==> config.mk <==
export PLATFORM = sky130hd
export DESIGN_NAME = mining_ctrl
export DESIGN_NICKNAME = d
export VERILOG_FILES = /design/src/rtl/mining_pkg.sv /design/src/rtl/mining_ctrl_cmp.sv /design/src/rtl/mining_ctrl.sv
export SDC_FILE = /design/constraint.sdc
export NUM_CORES = 1
export LEC_CHECK = 0
export CORE_MARGIN = 2
export CORE_UTILIZATION = 46
export CTS_BUF_LIST = sky130_fd_sc_hd__clkbuf_16
export DETAILED_ROUTE_END_ITERATION = 8
export GPL_TIMING_DRIVEN = 0
export PLACE_DENSITY_LB_ADDON = 0.25
export SLEW_MARGIN = 0
export SYNTH_ARGS = -nofsm -noshare
export SYNTH_HDL_FRONTEND = slang
export SYNTH_SLANG_ARGS = --single-unit
==> constraint.sdc <==
create_clock -name clk -period 9.6 [get_ports clk]
set_clock_uncertainty 0.05 [all_clocks]
set_input_delay 1.44 -clock clk [delete_from_list [all_inputs] [get_ports clk]]
set_output_delay 1.44 -clock clk [all_outputs]
set_load 0.02 [all_outputs]
==> src/rtl/mining_pkg.sv <==
// Shared types and constants for the double-SHA256 mining sequencer.
package mining_pkg;

    localparam int NONCE_W_DEF = 32;
    localparam int HASH_W_DEF  = 256;

    localparam logic PASS_FIRST  = 1'b0;
    localparam logic PASS_SECOND = 1'b1;

    typedef enum logic [3:0] {
        S_IDLE,
        S_LOAD,
        S_P1_ISSUE,
        S_P1_WAIT,
        S_P2_ISSUE,
        S_P2_WAIT,
        S_CHECK,
        S_FOUND,
        S_EXHAUST
    } state_t;

    function automatic logic is_busy(input state_t s);
        return (s == S_LOAD) || (s == S_P1_ISSUE) || (s == S_P1_WAIT) ||
               (s == S_P2_ISSUE) || (s == S_P2_WAIT) || (s == S_CHECK);
    endfunction

endpackage

==> src/rtl/mining_ctrl_cmp.sv <==
// Leading-zero target compare: the top `difficulty` bits of the digest must be zero.
module hash_target_cmp #(
    parameter int HASH_W = 256
) (
    input  logic [HASH_W-1:0] digest,
    input  logic [7:0]        difficulty,
    output logic              match
);

    logic [HASH_W-1:0] mask;

    // Difficulty 0 gives an empty mask, so every digest matches.
    always_comb begin
        mask  = ~({HASH_W{1'b1}} >> difficulty);
        match = ((digest & mask) == '0);
    end

endmodule

==> src/rtl/mining_ctrl.sv <==
// Nonce-walking sequencer driving two hash-core passes per nonce.
// Optional per-pass watchdog enabled by defining MINING_CTRL_TIMEOUT_EN.
module mining_ctrl
    import mining_pkg::*;
#(
    parameter int NONCE_W        = NONCE_W_DEF,
    parameter int HASH_W         = HASH_W_DEF,
    parameter int TIMEOUT_CYCLES = 1024
) (
    input  logic               clk,
    input  logic               rst,
    input  logic               key_pulse,
    input  logic               stop_pulse,
    input  logic [7:0]         difficulty,
    input  logic [NONCE_W-1:0] nonce_start,
    output logic               core_start,
    output logic               core_pass,
    input  logic               core_done,
    input  logic [HASH_W-1:0]  core_hash,
    output logic [NONCE_W-1:0] nonce,
    output logic               busy,
    output logic               found,
    output logic               exhausted,
    output logic               timeout_err,
    output logic [NONCE_W-1:0] hash_count
);

    state_t            state;
    state_t            state_next;
    logic [HASH_W-1:0] hash_q;
    logic              match;
    logic              timeout_hit;

    hash_target_cmp #(.HASH_W(HASH_W)) u_cmp (
        .digest     (hash_q),
        .difficulty (difficulty),
        .match      (match)
    );

`ifdef MINING_CTRL_TIMEOUT_EN
    localparam int WD_W = $clog2(TIMEOUT_CYCLES + 1);

    logic [WD_W-1:0] wd_cnt;
    logic            timeout_q;
    logic            in_wait;

    assign in_wait     = (state == S_P1_WAIT) || (state == S_P2_WAIT);
    assign timeout_hit = in_wait && !core_done && (wd_cnt == WD_W'(TIMEOUT_CYCLES - 1));
    assign timeout_err = timeout_q;

    // Counter only advances while waiting, so each ISSUE restarts it from zero.
    always_ff @(posedge clk) begin
        if (rst) begin
            wd_cnt    <= '0;
            timeout_q <= 1'b0;
        end else begin
            wd_cnt <= in_wait ? wd_cnt + 1'b1 : '0;
            if (state == S_LOAD)
                timeout_q <= 1'b0;
            else if (timeout_hit && !stop_pulse)
                timeout_q <= 1'b1;
        end
    end
`else
    assign timeout_hit = 1'b0;
    assign timeout_err = 1'b0;
`endif

    // stop_pulse wins over everything while busy; key_pulse never restarts a busy run.
    always_comb begin
        state_next = state;
        if (stop_pulse && is_busy(state)) begin
            state_next = S_IDLE;
        end else begin
            case (state)
                S_IDLE:     if (key_pulse && !stop_pulse) state_next = S_LOAD;
                S_LOAD:     state_next = S_P1_ISSUE;
                S_P1_ISSUE: state_next = S_P1_WAIT;
                S_P1_WAIT: begin
                    if (core_done)        state_next = S_P2_ISSUE;
                    else if (timeout_hit) state_next = S_IDLE;
                end
                S_P2_ISSUE: state_next = S_P2_WAIT;
                S_P2_WAIT: begin
                    if (core_done)        state_next = S_CHECK;
                    else if (timeout_hit) state_next = S_IDLE;
                end
                S_CHECK: begin
                    if (match)       state_next = S_FOUND;
                    else if (&nonce) state_next = S_EXHAUST;
                    else             state_next = S_P1_ISSUE;
                end
                S_FOUND, S_EXHAUST: if (key_pulse && !stop_pulse) state_next = S_LOAD;
                default:    state_next = S_IDLE;
            endcase
        end
    end

    // Outputs are decoded from the next state so they change together with it.
    always_ff @(posedge clk) begin
        if (rst) begin
            state      <= S_IDLE;
            nonce      <= '0;
            hash_count <= '0;
            hash_q     <= '0;
            core_start <= 1'b0;
            core_pass  <= PASS_FIRST;
            busy       <= 1'b0;
            found      <= 1'b0;
            exhausted  <= 1'b0;
        end else begin
            state      <= state_next;
            core_start <= (state_next == S_P1_ISSUE) || (state_next == S_P2_ISSUE);
            core_pass  <= ((state_next == S_P2_ISSUE) || (state_next == S_P2_WAIT)) ?
                          PASS_SECOND : PASS_FIRST;
            busy       <= is_busy(state_next);
            found      <= (state_next == S_FOUND);
            exhausted  <= (state_next == S_EXHAUST);

            if (state == S_LOAD && state_next == S_P1_ISSUE) begin
                nonce      <= nonce_start;
                hash_count <= '0;
            end

            if (state == S_P2_WAIT && state_next == S_CHECK)
                hash_q <= core_hash;

            if (state == S_CHECK && state_next != S_IDLE) begin
                if (!(&hash_count))
                    hash_count <= hash_count + 1'b1;
                if (state_next == S_P1_ISSUE)
                    nonce <= nonce + 1'b1;
            end
        end
    end

endmodule
==> impl_metrics.toml <==
[run_status]
status = "completed"

[layout]
fin_nets = 2981
layout_common_cells = "nand2_1 (606), clkdlybuf4s50_1 (367), a21oi_1 (347)"
layout-drive-gt1-share_pct = 3.660
multi_input_area_um2 = 8996
seq_area_um2 = 6566
final_common_cell = "nand2_1"
syn_to_final_growth_pct = 32.93
fill_cells = 3132

[timing]
timing.setup.tns_ns = 0
hold_violations = 0
max-slew-margin-rel_pct = 8.416
rsz0062_at_grt = "no"
fin_crit_ns = 7.003
worst_pin_slew_ns = 1.366
finalCritPeriodShare_pct = 72.95
finalMaxSlewViolations = 0
fmax_mhz = 142.8
setup_violations = 0
fin_ws_ns = 2.597

[floorplan]
io_pins = 371
die_y_um = 193.0
core_area_um2 = 35400
initial_utilization_pct = 46.40
rows = 69
die-area_um2 = 37230
die_w_um = 193.0

[clock_tree]
insertion_delay_ns = 0.56
clk_pin_slew_worst_paths_ns = 0.06
clock_sinks = 328
clock_path_buffers = 3
post_cts_buffers = 0
ctsHoldBuffers = 0
cts_root_buf = "clkbuf_16"
cts_tree = "done"
h-tree-depth = 2
cts_made_buffers = 36
ctsResizeCount = 0

[drt]
drt_iter0_drc = 2510
via_count = 20214
drc = 0
postRouteAntennaNets = 0
viasPerCell = 6.375
drtPass1Iterations = 7
wire_per_inst_um = 26.33
routed_wl_um = 83490

[critical_path]
r2r_cells = 9
r2r_setup_slack_ns = 5.03
crit_type = "in2reg"
cp_data_required_time_ns = 9.95
cp_max_fo = 11
end_kind = "flop"
regToRegEndpoint = "nonce[18]"
cp-start-kind = "primary input"
critPathArrivalTime_ns = 7.35
r2r-start = "hash_q[181]"

[pwr]
p_int_w = 0.002351
p_comb_share_pct = 13.4
cellLeakagePower_nw = 7.088
switching_share_pct = 26.62
irDropWorstVdd_mv = 0.1560
power_frac_seq_pct = 43.8
switchingPower_w = 0.0008527
pwr-share-clk_pct = 42.9
cellPowerDensity_nw_per_um2 = 146.7

[placed_design]
gp_congestion = 1.080
dp_slack_ns = 2.415
placement.io_buffers = 367
place_hpwl_um = 64000

[synthesis]
synth_top_flop_cell = "dfxtp_1"
yosysTopAreaCellShare_pct = 39.98
syn_nets = 2576
postSynthAreaPerCell_um2 = 7.225
synth-edff-count = 0
syn_inst = 2273
syn_area_um2 = 16420
ys_ff_latch = 328
synth_largest_area_cell = "dfxtp_1"
synth_area_leaders = "dfxtp_1 (40%), nand2_1 (14%), a21oi_1 (11%)"
ys_seq_area_share_pct = 39.98
yosys_warnings = 0
synthArstFlopShare_pct = 0
synth.distinct_cells = 77

[min_path]
holdPathStages = 2
min-delay-start = "hash_q[247]"
min_to = "hash_q[247]"
hp-class = "reg2reg"

[global_routing]
grt_pass1_vias = 19060
overflow = 0
grt_max_degree = 15
grt_usage_pct = 43.67
antenna_found_initial = 15
grt_pass1_wl_um = 119300

[flow_run]
drv_cap = 0
==> cell type report <==
type / count / share of cell area, %
Multi-Input combinational cell: 1732 / 41.21
Sequential cell: 328 / 30.08
Timing Repair Buffer: 367 / 16.83
Clock buffer: 37 / 4.241
Buffer: 190 / 3.547
Tap cell: 461 / 2.642
Clock inverter: 28 / 1.009
Inverter: 23 / 0.3954
Antenna cell: 5 / 0.05731
==> how the worst max path moves through the flow <==
stage | startpoint | end | slack, ns | cells after the start
finish | difficulty[5] | nonce[18] | 2.60 | 15
CTS | difficulty[5] | nonce[18] | 2.95 | 15
floorplan | difficulty[2] | nonce[30] | 4.96 | 11
detailed placement | difficulty[5] | nonce[18] | 2.41 | 15
global placement | difficulty[5] | nonce[18] | 2.36 | 15
global route | difficulty[5] | nonce[18] | 2.68 | 15
==> stage by stage <==
stage	instance area [um^2]	util, %	total power, W	instances	hold slack [ns]
after floorplan	16420	-	0.001587	2273	0.3819
after global placement	20670	58.41	0.001838	3101	0.3940
after detailed placement	20670	58.41	0.001841	3101	0.3975
after CTS	21820	61.64	0.003186	3166	0.4052
after global routing	21830	61.66	0.003273	3169	0.4303
final	21830	61.68	0.003203	3171	0.4064
==> power groups by stage <==
| stage | clock network, W | logic (W) | registers, W |
|---|---|---|---|
| global route | 0.00143 | 0.000442 | 0.00140 |
| finish | 0.00137 | 0.000428 | 0.00140 |
| CTS | 0.00137 | 0.000413 | 0.00140 |
| global placement | 0 | 0.000407 | 0.00143 |
| floorplan | 0 | 0.000144 | 0.00144 |
| detailed placement | 0 | 0.000410 | 0.00143 |
==> critical path, cell delays in order <==
cell and delay, ns:
clkdlybuf4s50_1 0.57, clkbuf_1 0.30, buf_2 0.26, buf_2 0.24, clkbuf_1 0.33, clkbuf_1 0.47
a21oi_1 0.24, nor2_1 0.07, a2111oi_0 0.85, o2111ai_1 0.25, nor4_1 1.01, nand4_2 0.46
clkbuf_1 0.43, a22oi_1 0.31, a21oi_1 0.10
==> cells by family (layout without fill, tap and decap cells) <==
family                   Yosys count  in the layout  share of synthesized area, %
flip-flops                       328            328                         39.98
XOR/XNOR                           1              1                       0.05334
AND/OR/NAND/NOR                  991            991                         27.05
AO/OA/AOI/OAI                    734            734                         27.31
buffers and inverters            213            645                         5.242
adder cells (fa/ha/maj)            5              5                        0.3352
other                              1              6                       0.02283
==> sequential cells by signal, summed over array words and instances (netlist names) <==
name and count:
core_start 1, core_pass 1, hash_count 32, nonce 32, exhausted 1, found 1
busy 1, state 4, hash_q 255
==> layer usage <==
| layer | vias to the layer above | global-route usage [%] | part of all wire (%) |
|---|---|---|---|
| met5 | - | 0 | 0.073 |
| met4 | 10 | 28.93 | 7.8 |
| met3 | 368 | 14.61 | 12 |
| met2 | 1425 | 66.06 | 42 |
| met1 | 9475 | 52.91 | 37 |
| li1 | 8936 | - | - |
==> Yosys cell counts (all sizes together) (5+ instances only) <==
cell     number
a2111oi       5
a211oi       16
a21o         13
a21oi       347
a221oi        8
a22oi        15
a311oi       14
a31o          6
a31oi        29
a32oi         9
and2         17
and3         31
and4         16
buf          33
clkbuf      157
dfxtp       328
inv          23
nand2       606
nand2b        8
nand3        58
nand3b        7
nand4        38
nand4b        5
nor2         90
nor3         38
nor4         23
o2111ai      10
o211a         6
o211ai       20
o21a         23
o21ai       130
o22ai        15
o311ai       11
o31a          7
o31ai        10
or2          12
or3          18
or4          16
Note: power is estimated with default switching activity, not from simulation.
